--- config.mk ---
export PLATFORM = sky130hd
export DESIGN_NAME = au_mac_seq
export DESIGN_NICKNAME = d
export VERILOG_FILES = /design/src/rtl/au_mac_seq.sv
export SDC_FILE = /design/constraint.sdc
export NUM_CORES = 1
export LEC_CHECK = 0
export ABC_AREA = 1
export CAP_MARGIN = 20
export CORE_UTILIZATION = 45
export DETAILED_ROUTE_END_ITERATION = 12
export MAX_ROUTING_LAYER = met4
export PLACE_DENSITY = 0.78
export SLEW_MARGIN = 0
export SYNTH_ARGS = -nofsm -noshare
export SYNTH_HDL_FRONTEND = slang
export SYNTH_SLANG_ARGS = --single-unit
--- constraint.sdc ---
create_clock -name i_clk -period 5 [get_ports i_clk]
set_input_delay 0.5 -clock i_clk [delete_from_list [all_inputs] [get_ports i_clk]]
set_output_delay 0.5 -clock i_clk [all_outputs]
set_load 0.05 [all_outputs]
--- src/rtl/au_mac_seq.sv ---
`default_nettype none
// au_mac_seq: job sequencer and accumulator around an external packed multiplier unit (rev 1.0).
// Define AU_MAC_SAT_EN for a saturating accumulator; the default build wraps modulo 2^ACCWD.

typedef enum logic [2:0] {
   AU_XNOR = 3'd0,
   AU_M1   = 3'd1,
   AU_M2   = 3'd2,
   AU_M4   = 3'd3,
   AU_M8   = 3'd4
} au_mode_e;

typedef enum logic {
   NUMT_SIGNED   = 1'b0,
   NUMT_UNSIGNED = 1'b1
} num_t;

typedef struct packed {
   au_mode_e mode;
   num_t     inumt;
   num_t     wnumt;
} au_ctl_t;

module au_mac_seq #(
   parameter int ASUMDWD = 18,
   parameter int ACCWD   = 32,
   parameter int LENWD   = 10
) (
   input  logic                      i_clk,
   input  logic                      i_rst_n,
   input  logic                      i_cfg_valid,
   output logic                      o_cfg_ready,
   input  au_mode_e                  i_cfg_mode,
   input  num_t                      i_cfg_inumt,
   input  num_t                      i_cfg_wnumt,
   input  logic [LENWD-1:0]          i_cfg_len,
   input  logic                      i_pix_valid,
   output logic                      o_pix_ready,
   input  logic [15:0]               i_ipix,
   input  logic [15:0]               i_wpix,
   output au_ctl_t                   o_au_ctl,
   output logic [15:0]               o_au_ipix,
   output logic [15:0]               o_au_wpix,
   input  logic signed [ASUMDWD-1:0] i_au_sum,
   output logic                      o_acc_valid,
   input  logic                      i_acc_ready,
   output logic signed [ACCWD-1:0]   o_acc,
   output logic                      o_busy
);

   typedef enum logic [1:0] {
      S_IDLE  = 2'd0,
      S_RUN   = 2'd1,
      S_DRAIN = 2'd2,
      S_DONE  = 2'd3
   } state_e;

   state_e                   state;
   state_e                   state_nxt;
   au_ctl_t                  ctl;
   logic [LENWD-1:0]         cnt;
   logic                     s1_valid;
   logic [15:0]              s1_ipix;
   logic [15:0]              s1_wpix;
   logic signed [ACCWD-1:0]  acc;
   logic signed [ACCWD-1:0]  acc_nxt;
   logic                     cfg_rdy;
   logic                     pix_rdy;
   logic                     acc_vld;
   logic                     cfg_hs;
   logic                     pix_hs;

   always_comb begin
      state_nxt = state;
      cfg_rdy   = 1'b0;
      pix_rdy   = 1'b0;
      acc_vld   = 1'b0;
      case (state)
         S_IDLE: begin
            cfg_rdy = 1'b1;
            if (i_cfg_valid) state_nxt = S_RUN;
         end
         S_RUN: begin
            pix_rdy = 1'b1;
            if (i_pix_valid && cnt == '0) state_nxt = S_DRAIN;
         end
         S_DRAIN: state_nxt = S_DONE;
         S_DONE: begin
            acc_vld = 1'b1;
            if (i_acc_ready) state_nxt = S_IDLE;
         end
         default: state_nxt = S_IDLE;
      endcase
   end

   assign cfg_hs = i_cfg_valid & cfg_rdy;
   assign pix_hs = i_pix_valid & pix_rdy;

`ifdef AU_MAC_SAT_EN
   // Sum is formed one bit wider than either operand so the clamp sees the true value.
   localparam int SW = ((ACCWD > ASUMDWD) ? ACCWD : ASUMDWD) + 1;
   localparam logic signed [SW-1:0] MAXV = {{(SW-ACCWD+1){1'b0}}, {(ACCWD-1){1'b1}}};
   localparam logic signed [SW-1:0] MINV = {{(SW-ACCWD+1){1'b1}}, {(ACCWD-1){1'b0}}};
   logic signed [SW-1:0] sum_w;

   assign sum_w = SW'(acc) + SW'(i_au_sum);

   always_comb begin
      acc_nxt = sum_w[ACCWD-1:0];
      if (sum_w > MAXV)      acc_nxt = MAXV[ACCWD-1:0];
      else if (sum_w < MINV) acc_nxt = MINV[ACCWD-1:0];
   end
`else
   assign acc_nxt = acc + ACCWD'(i_au_sum);
`endif

   always_ff @(posedge i_clk) begin
      if (!i_rst_n) begin
         state    <= S_IDLE;
         ctl      <= '0;
         cnt      <= '0;
         s1_valid <= 1'b0;
         s1_ipix  <= '0;
         s1_wpix  <= '0;
         acc      <= '0;
      end else begin
         state    <= state_nxt;
         s1_valid <= pix_hs;
         s1_ipix  <= pix_hs ? i_ipix : 16'h0000;
         s1_wpix  <= pix_hs ? i_wpix : 16'h0000;
         if (cfg_hs) begin
            ctl <= {i_cfg_mode, i_cfg_inumt, i_cfg_wnumt};
            cnt <= i_cfg_len;
            acc <= '0;
         end else begin
            if (pix_hs && cnt != '0) cnt <= cnt - 1'b1;
            if (s1_valid) acc <= acc_nxt;
         end
      end
   end

   // Outputs are forced low while reset is held, whatever the registered state.
   assign o_cfg_ready = i_rst_n & cfg_rdy;
   assign o_pix_ready = i_rst_n & pix_rdy;
   assign o_acc_valid = i_rst_n & acc_vld;
   assign o_busy      = i_rst_n & (state != S_IDLE);
   assign o_acc       = i_rst_n ? acc : '0;
   assign o_au_ctl    = i_rst_n ? ctl : '0;
   assign o_au_ipix   = i_rst_n ? s1_ipix : 16'h0000;
   assign o_au_wpix   = i_rst_n ? s1_wpix : 16'h0000;

endmodule

`default_nettype wire

==> metrics.yaml <==
post_cts_buffers: 0
fin_crit_ns: 3.060
start_kind: "primary input"
cts_root_buf: "clkbuf_16"
reg2reg_depth: 9
hold_depth: 2
firstDrtPassIters: 7
diodes: 0
irDropWorstVdd_v: 0.0003222
die_x_um: 118.7
yosys.area.top_type: "dfxtp_1"
required_ns: 4.50
area_growth_pct: 29.88
final_antenna_net_count: 0
grt_start_max_net_pins: 55
cts_buffer_depth: 2
yosys.area_share.adder_pct: 7.879
dp_hpwl_um: 11880
final_max_slew_viol_count: 0
power_per_cell_area_nw_per_um2: 319.6
grt_util_all_layers_pct: 23.68
synth_fp_nets: 1173
post-place-ws_ns: 1.925
coreArea_um2: 13240
setup_ws_ns: 1.940
rsz0062_at_grt: "no"
synth_cell_types: 33
postLayoutCellArea_um2: 7961
relSlewSlack_pct: 31.55
drt-wirelength-per-cell_um: 11.12
min_path_type: "reg2reg"
postPlaceCellArea_um2: 7676
avgSynthCellArea_um2: 5.756
numPortBuffers: 142
grt_pass1_wl_um: 26190
critPathKind: "in2out"
ys.warnings.count: 0
drt_wl_total_um: 15300
htreeDepth: 3
drive_gt1_share_pct: 5.250
start_util_pct: 46.29
grt_remaining_overflow: 0
nets: 1303
synth_cells: 1065
tightest_slew_ns: 1.026
synth-seq-cells: 82
met1_length_um: 6961
clock_latency_ns: 0.35
numCtsBuffers: 9
clock_sinks: 82
syn-cell-area_um2: 6130
synth.top_cell.area_share_pct: 26.78
ctsHoldBuffers: 0
route.met2.wl_um: 7163
hold_violations: 0
reg2reg_slack_ns: 2.69
top_layer: "met4"
ioPinCount: 143
path_max_fanout: 54
yosys.area_share.simple_pct: 37.07
tritoncts: "yes"
synthMuxAreaShare_pct: 0.1633
worstPathArrival_ns: 2.56
fin_skew_ns: 0.005474
clk_pin_slew_worst_paths_ns: 0.07
fill_cells: 1326
final_common_cell: "nand2_1"
final_util_pct: 60.12
antenna_found_initial: 0
max_freq_mhz: 326.8
cts_resized: 0
drt_iter0_drc: 285
leakagePower_nw: 4.765
via_count: 6255
yosysSeqAreaShare_pct: 26.78
vias_per_cell: 4.546
maxCapViolations: 0
setup_viol: 0
synth_xor_area_share_pct: 3.286
mostFrequentLayoutCells: "nand2_1 (329), inv_1 (260), nor2_1 (146), clkdlybuf4s50_1 (141), dfxtp_1 (82)"
status: "finished, final reports clean"
worstHoldEndpoint: "cnt[5]"
die_height_um: 118.7
die-area_um2: 14090
regToRegEndpoint: "acc[14]"
synth_top_family_by_area: "simple AND/OR/NAND/NOR gates"
grt_pass1_vias: 5817
end_kind: "output pin"
post-route-period-util_pct: 61.21
hold_path_startpoint: "cnt[5]"
num_rows: 42
timing.rr.start: "state[0]"
remaining_drc_errors: 0
gp_congestion: 0.9252
synth_compound_area_share_pct: 6.695
tns_ns: 0
dr_wl_met3_um: 983
ys_top_cells_by_area: "dfxtp_1 (27%), nand2_1 (20%), inv_1 (16%)"
[sequential cells by signal, indices dropped and copies added (netlist names)]
register  flops
cnt          10
acc          32
s1_valid      1
s1_ipix      16
ctl           5
s1_wpix      16
state         2
[Yosys cell counts]
master      n
nand2_2    14
nor3_1      2
nor2_2     11
a21oi_1    31
inv_1     260
nor2_1    146
nor3b_1     1
nand2_1   329
nand3b_1    1
o211ai_1    1
buf_6       1
a21o_1      1
and2_1      2
nand3_2     7
nand3_1    38
buf_1       1
dfxtp_1    82
xnor2_1     3
o211ai_2    4
clkbuf_1   18
inv_2       6
buf_2       6
or2_1       1
fa_1        1
o21ai_1     8
xor2_1     20
o21ai_0    23
nor3_2      1
o21bai_1    3
mux2i_1     1
ha_1       37
a31oi_1     2
nand4_1     3
[worst max path at each step]
stage,startpoint,end,slack [ns],depth (start not counted)
floorplan,i_au_sum[0],acc[24],3.04,12
global placement,i_rst_n,o_au_ipix[15],2.00,5
detailed placement,i_rst_n,o_au_ipix[14],1.92,5
CTS,i_rst_n,o_au_ipix[14],1.92,5
global route,i_rst_n,o_au_ipix[15],1.77,5
finish,i_rst_n,o_au_ipix[14],1.94,5
[report_power, final]
part / switching (mW) / internal (mW) / leakage [nW] / total (mW)
clock network: 0.306 / 0.346 / 0.143 / 0.653
registers: 0.0730 / 0.749 / 0.666 / 0.822
logic: 0.675 / 0.395 / 3.96 / 1.07
[metal layers]
metal | global-route usage (%) | vias up
li1 | - | 3366
met1 | 28.32 | 2698
met2 | 39.29 | 178
met3 | 6.853 | 13
met4 | 5.142 | 0
met5 | - | -
[critical path, cell delays in order]
cell             delay, ns
buf_2                 0.48
buf_4                 0.53
nand2_1               0.11
inv_1                 0.09
clkdlybuf4s50_1       0.82
[through the flow]
stage | hold slack (ns) | instances | power [mW]
after detailed placement | 0.4558 | 1360 | 1.902
after floorplan | 0.4435 | 1065 | 1.634
final | 0.4738 | 1376 | 2.544
after global placement | 0.4544 | 1360 | 1.884
after CTS | 0.4663 | 1376 | 2.565
after global routing | 0.5017 | 1376 | 2.745
[area by class of cell]
class / count / area [um2] / area share [%]
repair buffers: 145 / 1439 / 18.07
clock buffers: 9 / 225.2 / 2.829
flip-flops and latches: 82 / 1642 / 20.62
inverters: 266 / 998.5 / 12.54
clock inverters: 7 / 60.06 / 0.7544
multi-input cells: 691 / 3377 / 42.42
well taps: 176 / 220.2 / 2.766
[logic make-up after synthesis]
kind of cell,after synthesis
multiplexers,1
adder cells (fa/ha/maj),38
AO/OA/AOI/OAI,73
flip-flops,82
buffers and inverters,292
XOR/XNOR,23
AND/OR/NAND/NOR,556
(Power assumes the default switching activity.)
